`config.mk`:
```
export PLATFORM = sky130hd
export DESIGN_NAME = jt03_wr_seq
export DESIGN_NICKNAME = d
export VERILOG_FILES = /design/src/rtl/jt03_wr_seq.sv
export SDC_FILE = /design/constraint.sdc
export NUM_CORES = 1
export LEC_CHECK = 0
export CORE_MARGIN = 5
export CORE_UTILIZATION = 50
export CTS_CLUSTER_SIZE = 14
export DETAILED_ROUTE_END_ITERATION = 10
export DONT_BUFFER_PORTS = 1
export PLACE_DENSITY_LB_ADDON = 0.15
export SYNTH_ARGS = -nofsm -noshare
export SYNTH_HDL_FRONTEND = slang
export SYNTH_SLANG_ARGS = --single-unit
```
`constraint.sdc`:
```
create_clock -name clk -period 2.75 [get_ports clk]
set_clock_uncertainty 0.05 [all_clocks]
set_input_delay 0.275 -clock clk [delete_from_list [all_inputs] [get_ports clk]]
set_output_delay 0.275 -clock clk [all_outputs]
set_load 0.02 [all_outputs]
```
`src/rtl/jt03_wr_seq.sv`:
```
// jt03_wr_seq: FIFO-buffered YM2203 address/data write sequencer with busy polling; JT03_WR_SEQ_ADDR_CACHE_EN skips repeated address writes
module jt03_wr_seq #(
  parameter int FIFO_AW   = 3,
  parameter int WR_PULSE  = 2,
  parameter int BUSY_SKIP = 2,
  parameter int TIMEOUT   = 255
) (
  input  logic               clk,
  input  logic               rst,
  input  logic               cen,
  input  logic               cmd_valid,
  input  logic [7:0]         cmd_reg,
  input  logic [7:0]         cmd_val,
  output logic               cmd_ready,
  output logic [FIFO_AW:0]   level,
  output logic               busy,
  output logic               tout_err,
  input  logic               clr_err,
  input  logic [7:0]         chip_dout,
  output logic [7:0]         chip_din,
  output logic               chip_addr,
  output logic               chip_cs_n,
  output logic               chip_wr_n
);
  localparam int DEPTH = 1 << FIFO_AW;
  localparam int LW = FIFO_AW + 1;
  localparam logic [3:0] PULSE_LAST = 4'(WR_PULSE - 1);
  localparam logic [7:0] SKIP = 8'(BUSY_SKIP);
  localparam logic [7:0] TOUT_LAST = 8'(TIMEOUT - 1);
  typedef enum logic [2:0] {IDLE, ADR_WR, ADR_GAP, DAT_WR, BWAIT} state_t;
  state_t state;
  logic [15:0] mem [DEPTH];
  logic [FIFO_AW-1:0] wr_ptr, rd_ptr;
  logic [FIFO_AW:0] level_n;
  logic [7:0] head_reg, head_val, val_l;
  logic [3:0] pcnt, pcnt_inc;
  logic [7:0] wcnt, wcnt_inc;
  logic push, pop, skip_adr, bw_done, bw_tout, tout_set;
  logic unused_dout;
  assign unused_dout = ^chip_dout[6:0];
  assign {head_reg, head_val} = mem[rd_ptr];
  assign push = cmd_valid & cmd_ready;
  assign pop = cen & (state == IDLE) & (level != '0);
  assign level_n = level + LW'(push) - LW'(pop);
  assign busy = (level != '0) | (state != IDLE);
  assign pcnt_inc = (pcnt == 4'hf) ? pcnt : pcnt + 4'd1;
  assign wcnt_inc = (wcnt == 8'hff) ? wcnt : wcnt + 8'd1;
  assign bw_done = (wcnt >= SKIP) & ~chip_dout[7];
  assign bw_tout = wcnt >= TOUT_LAST;
  assign tout_set = cen & (state == BWAIT) & bw_tout & ~bw_done;
`ifdef JT03_WR_SEQ_ADDR_CACHE_EN
  logic [7:0] cache_reg;
  logic cache_vld;
  assign skip_adr = cache_vld & (cache_reg == head_reg);
  always_ff @(posedge clk)
    if (rst) cache_vld <= 1'b0;
    else if (cen && state == ADR_WR && pcnt >= PULSE_LAST) begin
      cache_vld <= 1'b1;
      cache_reg <= chip_din;
    end
`else
  assign skip_adr = 1'b0;
`endif
  always_ff @(posedge clk)
    if (push) mem[wr_ptr] <= {cmd_reg, cmd_val};
  always_ff @(posedge clk)
    if (rst) begin
      wr_ptr <= '0;
      rd_ptr <= '0;
      level <= '0;
      cmd_ready <= 1'b1;
    end else begin
      wr_ptr <= wr_ptr + FIFO_AW'(push);
      rd_ptr <= rd_ptr + FIFO_AW'(pop);
      level <= level_n;
      cmd_ready <= level_n != LW'(DEPTH);
    end
  always_ff @(posedge clk)
    if (rst) tout_err <= 1'b0;
    else tout_err <= tout_set | (tout_err & ~clr_err);
  always_ff @(posedge clk)
    if (rst) begin
      state <= IDLE;
      chip_din <= '0;
      chip_addr <= 1'b0;
      chip_cs_n <= 1'b1;
      chip_wr_n <= 1'b1;
      pcnt <= '0;
      wcnt <= '0;
      val_l <= '0;
    end else if (cen) begin
      case (state)
        IDLE: if (level != '0) begin
          val_l <= head_val;
          pcnt <= '0;
          chip_cs_n <= 1'b0;
          chip_wr_n <= 1'b0;
          chip_addr <= skip_adr;
          chip_din <= skip_adr ? head_val : head_reg;
          state <= skip_adr ? DAT_WR : ADR_WR;
        end
        ADR_WR: if (pcnt >= PULSE_LAST) begin
          state <= ADR_GAP;
          chip_cs_n <= 1'b1;
          chip_wr_n <= 1'b1;
        end else pcnt <= pcnt_inc;
        ADR_GAP: begin
          state <= DAT_WR;
          pcnt <= '0;
          chip_addr <= 1'b1;
          chip_din <= val_l;
          chip_cs_n <= 1'b0;
          chip_wr_n <= 1'b0;
        end
        DAT_WR: if (pcnt >= PULSE_LAST) begin
          state <= BWAIT;
          wcnt <= '0;
          chip_addr <= 1'b0;
          chip_wr_n <= 1'b1;
        end else pcnt <= pcnt_inc;
        BWAIT: if (bw_done || bw_tout) begin
          state <= IDLE;
          chip_cs_n <= 1'b1;
        end else wcnt <= wcnt_inc;
        default: state <= IDLE;
      endcase
    end
endmodule
```
Word level (Yosys, flattened, before mapping):

Memories as Yosys holds them, arrays and structs flattened. A register that Yosys moved wholly into a read port is not among the register bits.
Cells that the tools add are included.

* memories kept: 1
* input bits: 29
* output and inout port bits: 18
* register bits after elaboration: 46
* RAM bits: 128
* word-level logic and storage cells: 95

* reductions and logical operators: 18
* order comparisons: 3
* add/sub/neg operators: 6
* equality and inequality tests: 16
* bitwise operators: 13
* mux-type cells: 25

Memory list
* mem: depth 8, bits a word 16, rd ports 1, clocked after memory_dff 1, wr ports 1, RTL line 32 `logic [15:0] mem [DEPTH];`

Operator list (count)
* $mux 8: 4
* $pmux 8 s2: 2
* $reduce_and 5->1: 4
* $mux 3: 5
* $pmux 3 s5: 1
* $mux 4: 3
* $ne 2x2->1 const B: 6
* $pmux 4 s3: 1
* $reduce_bool 3->1: 3
* $add 8x1->8 const B: 1
* $and 1x1->1: 8
* $eq 8x8->1 const B: 1
* $ge 8x2->1 const B: 1
* $ge 8x8->1 const B: 1
* $reduce_and 4->1: 2
* $reduce_bool 4->1: 2
* $add 3x1->3: 2
* $eq 3x2->1 const B: 2
* $mux 1: 6
* $ne 2x1->1 const B: 3
* $pmux 1 s3: 2
* $reduce_and 3->1: 2
* $add 4x1->4: 1
* $add 4x1->4 const B: 1
* other kinds (13): 17

Longest topological paths before layout:

Gate-level depths: netlist of the first run.

* word-level depth: 5
* mapped depth: 12
* depth with buffers taken out: 11

Worst setup path after synthesis of the first run:

Ideal clock, no wire load.

* kind: register to register
* start point: register level[2]
* end point: register cmd_ready
* data required time: 2.570 ns
* setup slack: 0.201 ns
* period minus slack after synthesis: 2.549 ns
* arrival: 2.369 ns
* stages on the path, launching flop included: 12
* setup time: 0.130 ns
* buffers on the path: 1
* path through: dfxtp_1 > inv_1 > ha_1 > nor3b_1 > nor3_1 > clkbuf_1 > xnor2_1 > ha_1 > inv_1 > fa_1 > xor2_1 > nand4b_1

* longest elaborated chain between the ends: 4
* elaborated cells on any way between the ends: 5
* those cells by class: add/sub: 2; eq/ne: 1; bitwise: 1; reduce/logical: 1

Ends and longest elaborated chain
* from (decl): RTL line 15 `output logic [FIFO_AW:0] level,`
* from (signal assigned): RTL line 75 `level <= level_n;`
* parallel branches: the longest is 2 deep, another holds $add 4x1->4
* $sub 4x1->4 (*): RTL line 44 `assign level_n = level + LW'(push) - LW'(pop);`
* $ne 4x4->1 (*): RTL line 76 `cmd_ready <= level_n != LW'(DEPTH);`
* to (signal assigned): RTL line 76
* to (decl): RTL line 14 `output logic cmd_ready,`

Every way passes the cells marked *.
A chain may end at the register's enable or synchronous reset.

Worst setup path in the final report of the first run:

* start point: register state[2]
* end point: register cmd_ready

* longest elaborated chain between the ends: 5

Ends and longest elaborated chain
* from (decl): RTL line 31 `state_t state;`
* from (signal assigned): RTL line 100 `state <= skip_adr ? DAT_WR : ADR_WR;`
* $logic_not 3->1: RTL line 43 `assign pop = cen & (state == IDLE) & (level != '0);`
* $and 1x1->1 (2 in series): RTL line 43
* $sub 4x1->4: RTL line 44
* $ne 4x4->1: RTL line 76

Every way passes these cells.

==> run summary, run 1 <==
The fraction of registers with async set/reset came out at 0%. After synthesis, the largest area contributor takes up 55.07% of total cell area. The tree is rooted in a sky130_fd_sc_hd__clkbuf_16. The data required time at the worst endpoint is 3.00 ns. Setup repair after global routing left no endpoint under its margin. The number of antenna diodes came out at 0. The minimum clock period after layout came out at 2.326 ns.

The most common library cell in the layout ignoring fill and taps is sky130_fd_sc_hd__edfxtp_1. The slew at the pin with the worst max-slew slack is 0.6162 ns. By area the synthesized netlist is led by sky130_fd_sc_hd__edfxtp_1 (55%), sky130_fd_sc_hd__dfxtp_1 (13%), sky130_fd_sc_hd__mux4_2 (10%). The total area of sequential cells came out at 0.004766 mm². The total CTS buffers came out at 17. The number of sinks handled by clock tree synthesis came out at 174. The depth of the worst register-to-register path came out at 10.

The largest net degree at the start of global routing came out at 39. The total number of H-tree levels is 4. The flow ran to the end, and the final reports show no timing, DRC or antenna violations. The power density over the cells came out at 926.8 mW/mm². The cell count after synthesis came out at 455.

The number of filler cells placed in the layout came out at 1,078. The layout-stage area growth over the synthesis result is 15.83%. The synthesized netlist net count is 497. The tightest min-delay check is of the in2reg type. The placeable core area came out at 0.01377 mm². The die covers 0.01642 mm². The overall global routing resource usage is 17.57%. At the end of the flow, the number of nets in the layout was 534. The total negative slack came out at 0 ns.

The via count of the first global-routing pass is 3,857. The data arrival time at the worst-slack endpoint came out at 2.58 ns. The number of input and output port buffers inserted is 0. The area of the mapped netlist is 0.006979 mm². The pre-antenna-repair detailed-routing pass consisted of 4 iterations. After legalization and detailed placement, the total HPWL measured 8186 µm. The number of placement rows is 43. Wires add up to 13,420 µm. The final number of hold-violating endpoints is 0. In the synthesized netlist the dominant register cell turns out to be sky130_fd_sc_hd__edfxtp_1.

Clock-pin slew was measured on the worst setup and hold paths at 0.07 ns. The total global routing overflow is 0. The placement-stage worst setup slack is 0.4676 ns.

The total number of yosys warnings is 0. The top fanout value on the critical path came out at 10. The routed via count is 3,834. Across the run, the number of max-cap violations was 0. The leakage power figure is 2.673 nW. The global-route wire length before repair came out at 21,070 µm.

The largest individual stage delay along the critical path comes from the cell sky130_fd_sc_hd__dfxtp_1. STA classifies the critical path endpoint as a flop. The overall die height is 128.1 µm. The final critical-path share of the clock period is 84.59%. The number of pins exceeding their max-slew limit in the final report came out at 0. By startpoint and endpoint, the worst setup path is classified as reg2reg. The share of the core filled with cells in the final layout is 58.69%.

The weighted congestion reported at the end of routability-driven placement came out at 0.8073. IR analysis of the VDD net gives a maximum drop of 0.5934 mV. The clock reaches the later pin of the worst-skew pair after 0.43 ns.

The worst setup slack after layout is 0.4237 ns. The number of synthesized flops with an enable pin is 128. The number of register bits inferred by synthesis came out at 174. The maximum buffer depth of the clock tree is 2. The worst slew margin relative to its limit came out at 58.87%. The number of unique standard cell types used by synthesis is 44. TritonCTS built the clock tree. The post-synthesis average cell area came out at 15.34 µm².

The starting density of the core came out at 50.67%. In the layout the commonest cells are sky130_fd_sc_hd__edfxtp_1 (128), sky130_fd_sc_hd__dfxtp_1 (45), sky130_fd_sc_hd__nor2_1 (38). The category of the worst setup path launch point is a flop.

Of all cell types, the one taking the most synthesized area is sky130_fd_sc_hd__edfxtp_1. The detailed router finished its first iteration with 251 violations. The buffers inserted during post-CTS setup optimization came out at 0. The final antenna-violating net count is 0.

The proportion of layout cells with a drive suffix above 1 is 18.61%. The number of antenna violations at the first check in global routing is 0. Summing all multi-input logic gate instances after layout gives 0.002088 mm². The sequential-to-total area share from yosys stat came out at 68.27%. The worst hold path passes through 2 cells. From left edge to right edge, the die measures 128.1 µm. On the worst path, the slowest cell contributes a delay of 0.40 ns. Derived from the worst setup path, the maximum achievable clock frequency is 429.9 MHz.

Walking the worst path, the cells encountered are nor2_1 > nand2_1 > nor3_2 > nand2_1 > ha_1 > a21o_1 > a21oi_1 > xnor2_1 > nor2_1 > nand4b_1. The average vias per placed instance came out at 5.597. The final routed DRC violation total came out at 0. The final-report setup violation count is 0. 47 I/O pins were placed. The average routed wire per standard cell came out at 19.59 µm.
[cells by family (layout without fill, tap and decap cells)]
group | count (synthesis) | in the layout | synth area share, %
compound gates | 69 | 69 | 5.809
fa+ha+maj | 13 | 13 | 2.438
buf+inv | 33 | 83 | 2.026
xor+xnor | 7 | 7 | 0.8785
simple gates | 110 | 110 | 7.817
mux | 49 | 49 | 12.76
flops | 174 | 174 | 68.27
[state kept, by name (all words and copies together), names as in the netlist, 3 cells and up]
name      cells
rd_ptr        3
pcnt          4
wr_ptr        3
val_l         8
wcnt          8
level         4
state         3
chip_din      8
mem         128
[synth_stat cells (3+ instances only)]
cell                       instances
sky130_fd_sc_hd__dfxtp_1          46
sky130_fd_sc_hd__xnor2_1           6
sky130_fd_sc_hd__edfxtp_1        128
sky130_fd_sc_hd__a21oi_1          34
sky130_fd_sc_hd__ha_1             12
sky130_fd_sc_hd__mux4_2           32
sky130_fd_sc_hd__nor3_1            9
sky130_fd_sc_hd__nand3_1           6
sky130_fd_sc_hd__clkbuf_1         10
sky130_fd_sc_hd__o21ai_0          13
sky130_fd_sc_hd__inv_1            12
sky130_fd_sc_hd__a31oi_1           3
sky130_fd_sc_hd__nor2b_1          10
sky130_fd_sc_hd__nor2_1           38
sky130_fd_sc_hd__a211oi_1         11
sky130_fd_sc_hd__or3_1             4
sky130_fd_sc_hd__nand4_1           3
sky130_fd_sc_hd__mux2i_1          17
sky130_fd_sc_hd__nand2_1          25
sky130_fd_sc_hd__buf_2             8
[routing by layer]
| layer | track usage (%) | share of wire, % | vias up |
|---|---|---|---|
| li1 | - | - | 1833 |
| met1 | 21.90 | 43 | 1903 |
| met2 | 29.39 | 51 | 81 |
| met3 | 5.167 | 5.2 | 17 |
| met4 | 6.180 | 1.4 | 0 |
| met5 | 0 | 0 | - |
[metrics by stage]
stage                     instance area, µm²  power [mW]  hold WS, ns  cells
final                                   8084       7.492      0.06762    685
after global routing                    8084       7.897      0.06619    685
after CTS                               8084       7.580      0.04990    685
after detailed placement                7300       5.145       0.3000    634
after global placement                  7300       5.104       0.2987    634
after floorplan                         6979       4.661       0.3239    455
[worst max-delay path: cells and delay by family (launching register included)]
family          cells  cell delay (ns)
compound gates      2             0.36
xor+xnor            1             0.08
fa+ha+maj           1             0.28
flops               1             0.40
simple gates        6             1.03
[report_power, final]
part           leakage, nW  switching, mW  internal, mW
Clock                0.293           1.02          1.36
Combinational        0.842          0.923         0.813
Sequential            1.54          0.281          3.10
Total                 2.67           2.23          5.27
[final timing paths]
check / end / startpoint / slack, ns
hold reg to reg: pcnt[1] / pcnt[1] / 0.44
setup reg to reg: cmd_ready / state[2] / 0.42
setup / recovery: cmd_ready / state[2] / 0.42
hold / removal: chip_wr_n / rst / 0.07
[area by class of cell]
cell class	instances	area share, %
Sequential cell	174	58.95
Multi-Input combinational cell	248	25.83
Clock buffer	18	5.309
Timing Repair Buffer	39	4.643
Tap cell	180	2.786
Clock inverter	14	1.919
Inverter	12	0.5572
[what timing repair did]
item                      4_1_cts  5_1_grt
hold buffers                   19        0
resized for setup               0        0
hold endpoints to repair      167        0
Power figures use the tool's default switching activity.
==> run 2, diff against run 1 <==
- ABC_AREA: unset -> 1
- clock period: 2.75 -> 1.9 ns (I/O delays scaled with it)
==> run 2 against run 1 <==
Sequential cell count stayed put. Cell area is 8.4% higher. Global-route usage is 2.7 points higher. Worst hold slack improved by 0.030 ns. Worst setup slack got worse by 0.46 ns. The flow now finishes with violations (negative setup slack). Maximum frequency grew 20%. Power rose by 54%. Critical path depth increased by 1. First-iteration DRC count increased by 60%. Sequential share of layout area decreased by 4.4 points. Non-clock buffer count up 25. Via count up 32%.
==> run summary, run 2 <==
The run finished, with violations left. The checks that failed: negative setup slack. The fraction of registers with async set/reset came out at 0% (unchanged). The flip-flop count of the largest register, all copies and words added is 128 (unchanged). The data required time at the worst endpoint is 2.16 ns (-0.84 ns).

The number of register bits inferred by synthesis is 174 (unchanged). The number of sinks handled by clock tree synthesis came to 174 (unchanged). The global-route wire length before repair is 26,090 µm (+24%). The placeable core area came to 0.01442 mm² (+4.7%).

The register ranked first by flip-flop count is mem. Summed over all instances, the cell type with the most area after synthesis is sky130_fd_sc_hd__edfxtp_1. The synthesized netlist net count came to 726 (+46%).

The total area of sequential cells is 0.004780 mm² (+0.29%). The number of detailed-route iterations in the first pass came out at 4 (unchanged). The CTS clock-pin slew for the worst setup and hold paths came out at 0.06 ns (about the same). The average vias per placed instance is 5.412 (-3.3%). The area share of the largest cell type after synthesis is 52.78% (-2.3 points). The total global routing overflow was 0 (unchanged). The worst IR drop on VDD was 0.7718 mV (+30%). The total number of H-tree levels is 4 (unchanged). The number of antenna violations at the first check in global routing is 0 (unchanged). The slew at the pin with the worst max-slew slack came out at 1.158 ns (+0.5413 ns). The maximum buffer depth of the clock tree is 2 (unchanged).

The leakage power figure is 3.179 nW (+19%). The area of the multi-input gates was 0.002316 mm² (+11%). The power density over the cells was 1315 mW/mm² (+42%). The final routed DRC violation total came out at 0 (unchanged). The number of placement rows is 44 (+2.3%). The most common library cell in the layout ignoring fill and taps is sky130_fd_sc_hd__nor2_1.

The horizontal die dimension came out at 130.7 µm (+2.0%). After synthesis, the cell types taking the most area are sky130_fd_sc_hd__edfxtp_1 (53%), sky130_fd_sc_hd__dfxtp_1 (13%), sky130_fd_sc_hd__nor2_1 (6.8%). The total power consumption of the routed design came out at 11.53 mW (+54%). The clock latency on the worst-skew pair came to 0.43 ns (about the same). The number of antenna diodes came out at 0 (unchanged). sky130_fd_sc_hd__nor2_1 is the most common cell in the netlist. The largest net degree at the start of global routing came to 44 (+13%). The cell count after placement came out at 872 (+38%).

The via count of the first global-routing pass is 5,073 (+32%). In this run the clock root is driven by a sky130_fd_sc_hd__clkbuf_16. TritonCTS built the clock tree. The worst setup path is launched from a flop. The number of input and output port buffers inserted is 0 (unchanged). The most common flop cell mapped by yosys is sky130_fd_sc_hd__edfxtp_1. The cell count after synthesis came out at 684 (+50%). The class of the tightest hold or removal check is in2reg.

The sequential-to-total area share from yosys stat is 65.43% (-2.8 points). The weighted congestion reported at the end of routability-driven placement is 0.8743 (+8.3%). The final-report setup violation count came out at 4 (+4).

The number of filler cells placed in the layout is 1,161 (+7.7%). The kind of capture point of the worst setup path is a flop. The number of non-filler instances in the completed layout was 932 (+36%). The overall global routing resource usage came out at 20.30% (+2.7 points). The number of primary I/O pins came out at 47 (unchanged). The minimum clock period after layout came out at 1.932 ns (-0.3947 ns). The number of maximum-capacitance violations is 0 (unchanged). The highest clock rate is 517.7 MHz (+20%). The setup slack on the worst flop-to-flop path was -0.03 ns (-0.46 ns). The number of unique standard cell types used by synthesis came out at 33 (-25%). The total wirelength of the detailed-routed design is 16,380 µm (+22%). The total CTS buffers was 17 (unchanged).

The proportion of layout cells with a drive suffix above 1 came to 17.38% (-1.2 points). The number of violations reported at the end of detailed-routing iteration 0 is 401 (+60%). In the layout the commonest cells are sky130_fd_sc_hd__nor2_1 (129), sky130_fd_sc_hd__edfxtp_1 (128), sky130_fd_sc_hd__o21ai_0 (77). The number of pins exceeding their max-slew limit in the final report came to 0 (unchanged). The final HPWL from detailed placement is 10,080 µm (+23%). The overall die height was 130.7 µm (+2.0%). The total number of yosys warnings came out at 0 (unchanged). The number of synthesized flops with an enable pin is 128 (unchanged). The worst slew margin relative to its limit came out at 22.58% (-36 points). Setup repair after global routing could not meet its margin everywhere.

The number of nets in the finished design is 778 (+46%). The area of the mapped netlist is 0.007282 mm² (+4.3%). The post-synthesis average cell area came out at 10.65 µm² (-31%).

The final antenna-violating net count is 0 (unchanged). The starting density of the core is 50.49% (-0.19 points). The average routed wire per standard cell came to 17.58 µm (-10%).

The share of the core filled with cells in the final layout was 60.76% (+2.1 points). The placement-stage worst setup slack came out at -0.07221 ns (-0.5398 ns). The layout-stage area growth over the synthesis result is 20.34%. Counting instances in the post-synthesis netlist gives the leading cell types as sky130_fd_sc_hd__nor2_1 (132), sky130_fd_sc_hd__edfxtp_1 (128), sky130_fd_sc_hd__nand2_1 (80), sky130_fd_sc_hd__o21ai_0 (78), sky130_fd_sc_hd__dfxtp_1 (46). The die footprint is 0.01708 mm² (+4.0%). The worst setup slack after layout came out at -0.03158 ns (-0.4553 ns). The setup path with the least slack is of type reg2reg. The routed via count came out at 5,044 (+32%).

The top fanout value on the critical path is 3 (-7). The data arrival time at the worst-slack endpoint is 2.19 ns (-0.39 ns). The final critical-path share of the clock period is 101.7% (+17 points).

The final number of hold-violating endpoints came out at 0 (unchanged).
[run 2: changes by cell type after synthesis, sizes merged, moves of 10 or more]
cell,before,now
nor2,38,139
mux2i,17,0
a211oi,11,0
o211ai,0,21
nor2b,10,0
nand3,6,29
mux4,32,0
o21ai,13,82
inv,12,43
nand2,25,91
[run 2: area by class of cell]
type,count,area share [%]
Multi-Input combinational cell,434,26.43
Clock inverter,12,1.828
Clock buffer,19,4.940
Tap cell,184,2.627
Sequential cell,174,54.54
Timing Repair Buffer,64,7.624
Inverter,45,2.013
[run 2: logic make-up (layout without fill, tap and decap cells)]
| logic type | Yosys count | after routing | share of synthesized area, % |
|---|---|---|---|
| flops | 174 | 174 | 65.43 |
| buf+inv | 76 | 140 | 4.347 |
| compound gates | 147 | 147 | 11.27 |
| xor+xnor | 6 | 6 | 0.7216 |
| fa+ha+maj | 13 | 13 | 2.337 |
| simple gates | 268 | 268 | 15.89 |
[run 2: critical path, stage by stage, from the launching register on]
cell and delay [ns]:
sky130_fd_sc_hd__dfxtp_2 0.33, sky130_fd_sc_hd__inv_2 0.07, sky130_fd_sc_hd__nand2_4 0.06, sky130_fd_sc_hd__nor2_4 0.14
sky130_fd_sc_hd__nand3_4 0.11, sky130_fd_sc_hd__nor2_4 0.13, sky130_fd_sc_hd__inv_2 0.05, sky130_fd_sc_hd__nand2_2 0.08
sky130_fd_sc_hd__ha_4 0.14, sky130_fd_sc_hd__inv_2 0.04, sky130_fd_sc_hd__fa_2 0.55, sky130_fd_sc_hd__nand4_1 0.08
[run 2: per-stage QoR]
step	area (µm²)	hold slack, ns	TNS [ns]
global route	8763	0.1342	-0.5244
CTS	8623	0.02359	-0.03599
floorplan	7352	0.2389	-4.312
finish	8763	0.09759	-0.06007
global placement	7818	0.2063	-0.03230
detailed placement	7818	0.2090	-0.07221
[run 2: path summary, 6_finish.rpt]
kind / end / depth (start not counted) / start
min: chip_cs_n / 2 / rst
min reg2reg: val_l[3] / 2 / val_l[3]
max: cmd_ready / 11 / state[2]
max reg2reg: cmd_ready / 11 / state[2]
[run 2: timing repair]
action                                  in CTS  in global routing
buffers inserted                             1                  8
hold buffers                                20                  0
gates cloned                                 0                  0
hold endpoints to repair                   157                  0
pin swaps                                    6                 11
gates resized for setup                      1                 15
endpoints found under the setup margin       2                 12
[run 2: report_power, final]
group / internal (mW) / switching (mW)
Sequential: 4.49 / 0.324
Clock: 2.08 / 1.44
Combinational: 1.19 / 2.01
Total: 7.75 / 3.77
[run 2: per-layer routing]
metal	vias to the layer above	track usage, %	part of all wire [%]
met4	0	5.203	1.1
met5	-	0	0
met1	2453	25.59	43
li1	2470	-	-
met2	106	34.61	50
met3	15	5.854	5.2
==> run 3, diff against run 2 <==
- RECOVER_POWER: unset -> 100
==> run 3 against run 2 <==
Wire length is 0.16% lower. Global-route usage stayed put. Clock-buffer cell count stayed put. Power is 0.13% lower. Maximum frequency hardly changed. Critical endpoint unchanged. Critical path depth stayed put. First-iteration DRC count stayed put. Cell area is 0.13% lower. The flow still finishes with violations (negative setup slack). Via count is 0.20% higher.
==> run summary, run 3 (same netlist as run 2, synthesis figures left out) <==
The flow ran to the end, but the final reports show violations. The checks that failed: negative setup slack. The placeable core area came out at 0.01442 mm² (unchanged). Walking the worst path, the cells encountered are inv_2 > nand2_4 > nor2_4 > nand3_4 > nor2_4 > inv_2 > nand2_2 > ha_4 > inv_2 > fa_2 > nand4_1. The flip-flop count of the largest register, all copies and words added came out at 128 (unchanged). The total power consumption of the routed design came out at 11.51 mW (-0.13%). The die footprint is 0.01708 mm² (unchanged). The worst IR drop on VDD came out at 0.7704 mV (-0.19%). The CTS clock-pin slew for the worst setup and hold paths came out at 0.06 ns (about the same). The critical path in this run is classified as reg2reg.

The average routed wire per standard cell came out at 17.55 µm (-0.16%). Setup repair after global routing could not meet its margin everywhere. The final-report setup violation count is 4 (unchanged). The data arrival time at the worst-slack endpoint is 2.19 ns (about the same). The final HPWL from detailed placement came to 10,080 µm (unchanged). The family with the most delay on the worst path is adder cells. Leaving out fill and tap cells, the most frequent cell in the layout is sky130_fd_sc_hd__nor2_1. STA classifies the critical path endpoint as a flop. The number of filler cells placed in the layout came to 1,163 (+0.17%). The slew at the pin with the worst max-slew slack is 1.160 ns (+0.002340 ns). The number of placement rows is 44 (unchanged). The global-route wire length before repair came out at 26,090 µm (unchanged). The most numerous cell type found on the critical path is sky130_fd_sc_hd__inv_2. The placed standard-cell area came to 0.007818 mm² (unchanged). The final routed DRC violation total came out at 0 (unchanged). The clock latency on the worst-skew pair came to 0.43 ns (about the same). The data required time at the worst endpoint came out at 2.15 ns (about the same). The highest clock rate is 517.7 MHz (about the same). The via count of the first global-routing pass is 5,073 (unchanged).

The number of buffer and inverter stages on the critical path came out at 3 (unchanged). The minimum clock period after layout is 1.932 ns (-0.000002000 ns). The final design area excluding fillers was 0.008752 mm² (-0.13%).

The placement-stage worst setup slack is -0.07221 ns (unchanged). The standard cell with the maximum stage delay on the critical path is sky130_fd_sc_hd__fa_2. The path class of the tightest hold or removal check is in2reg. The number of detailed-route iterations in the first pass is 5 (+1). The CTS tree is yes.

The category of the worst setup path launch point is a flop. The starting density of the core was 50.49% (unchanged). The number of antenna diodes is 0 (unchanged). The number of violations reported at the end of detailed-routing iteration 0 is 401 (unchanged). The total negative slack is -0.06023 ns (-0.0001612 ns).

The routed via count came out at 5,054 (+0.20%). The top fanout value on the critical path was 3 (unchanged). The total CTS buffers came to 17 (unchanged).

The total global routing overflow came out at 0 (unchanged). The share of the core filled with cells in the final layout came out at 60.68% (-0.078 points). The delay of the slowest cell on the worst path came out at 0.55 ns (about the same).

The register ranked first by flip-flop count is mem. The layout-stage area growth over the synthesis result came out at 20.19%. The number of antenna violations at the first check in global routing is 0 (unchanged).

The worst setup slack after layout is -0.03158 ns (+0.000002000 ns). The final number of hold-violating endpoints came out at 0 (unchanged). The number of maximum-capacitance violations is 0 (unchanged).

In the layout the commonest cells are sky130_fd_sc_hd__nor2_1 (129), sky130_fd_sc_hd__edfxtp_1 (128), sky130_fd_sc_hd__o21ai_0 (77). The total number of H-tree levels is 4 (unchanged). The power density over the cells is 1315 mW/mm² (about the same). The largest net degree at the start of global routing is 44 (unchanged). The number of sinks handled by clock tree synthesis is 174 (unchanged). The total wirelength of the detailed-routed design is 16,350 µm (-0.16%).

The final critical-path share of the clock period came to 101.7% (about the same). The leakage power figure is 3.168 nW (-0.35%). The horizontal die dimension came out at 130.7 µm (unchanged).

The average vias per placed instance came out at 5.423 (+0.20%). The number of primary I/O pins came out at 47 (unchanged). The number of pins exceeding their max-slew limit in the final report came out at 0 (unchanged).

The worst slew margin relative to its limit was 22.42% (-0.16 points). The number of input and output port buffers inserted came to 0 (unchanged). The final antenna-violating net count came out at 0 (unchanged). The number of nets in the finished design is 778 (unchanged). The maximum buffer depth of the clock tree is 2 (unchanged). In this run the clock root is driven by a sky130_fd_sc_hd__clkbuf_16. The proportion of layout cells with a drive suffix above 1 came to 16.98% (-0.40 points). The overall die height is 130.7 µm (unchanged). The overall global routing resource usage is 20.30% (unchanged). The weighted congestion reported at the end of routability-driven placement came out at 0.8743 (unchanged).
## run 3: worst paths after layout
kind | slack [ns] | cells after the start | end | from
min reg2reg | 0.42 | 2 | val_l[3] | val_l[3]
min | 0.1 | 2 | chip_cs_n | rst
max reg2reg | -0.03 | 11 | cmd_ready | state[2]
max | -0.03 | 11 | cmd_ready | state[2]
## run 3: through the flow
stage                     hold WS, ns  std cells
final                         0.09847        932
after global routing           0.1342        932
after CTS                     0.02359        924
after detailed placement       0.2090        872
after global placement         0.2063        872
after floorplan                0.2389        684
## run 3: where the power goes
part           internal, mW  leakage [nW]  switching [mW]
sequential             4.49          1.54           0.324
combinational          1.17          1.34            2.01
clock                  2.08         0.284            1.44
total                  7.74          3.17            3.77
## run 3: routing by layer
| metal | GRT usage (%) | routed length, µm | part of all wire, % | up-vias |
|---|---|---|---|---|
| li1 | - | - | - | 2470 |
| met1 | 25.59 | 7037 | 43 | 2454 |
| met2 | 34.61 | 8281 | 51 | 116 |
| met3 | 5.854 | 878 | 5.4 | 14 |
| met4 | 5.203 | 156 | 0.95 | 0 |
| met5 | 0 | 0 | 0 | - |
## run 3: what timing repair did
action | 4_1_cts | 5_1_grt
hold buffers | 20 | 0
setup endpoints to repair | 2 | 12
buffers inserted | 1 | 8
resized for setup | 1 | 15
endpoints found under the hold margin | 157 | 0
pin swaps | 6 | 11
## run 3: final cells by class
class	count	area (µm²)	area share, %
clock buffers	19	432.9	4.946
clock inverters	12	160.2	1.830
multi-input cells	434	2316	26.46
repair buffers	64	656.9	7.505
inverters	45	176.4	2.016
well taps	184	230.2	2.630
flip-flops and latches	174	4780	54.61
## run 3: worst reg2reg max path, stage by stage (launching register included)
cell and delay, ns:
sky130_fd_sc_hd__dfxtp_2 0.33, sky130_fd_sc_hd__inv_2 0.07, sky130_fd_sc_hd__nand2_4 0.06, sky130_fd_sc_hd__nor2_4 0.14, sky130_fd_sc_hd__nand3_4 0.11, sky130_fd_sc_hd__nor2_4 0.13, sky130_fd_sc_hd__inv_2 0.05, sky130_fd_sc_hd__nand2_2 0.08
sky130_fd_sc_hd__ha_4 0.14, sky130_fd_sc_hd__inv_2 0.04, sky130_fd_sc_hd__fa_2 0.55, sky130_fd_sc_hd__nand4_1 0.08
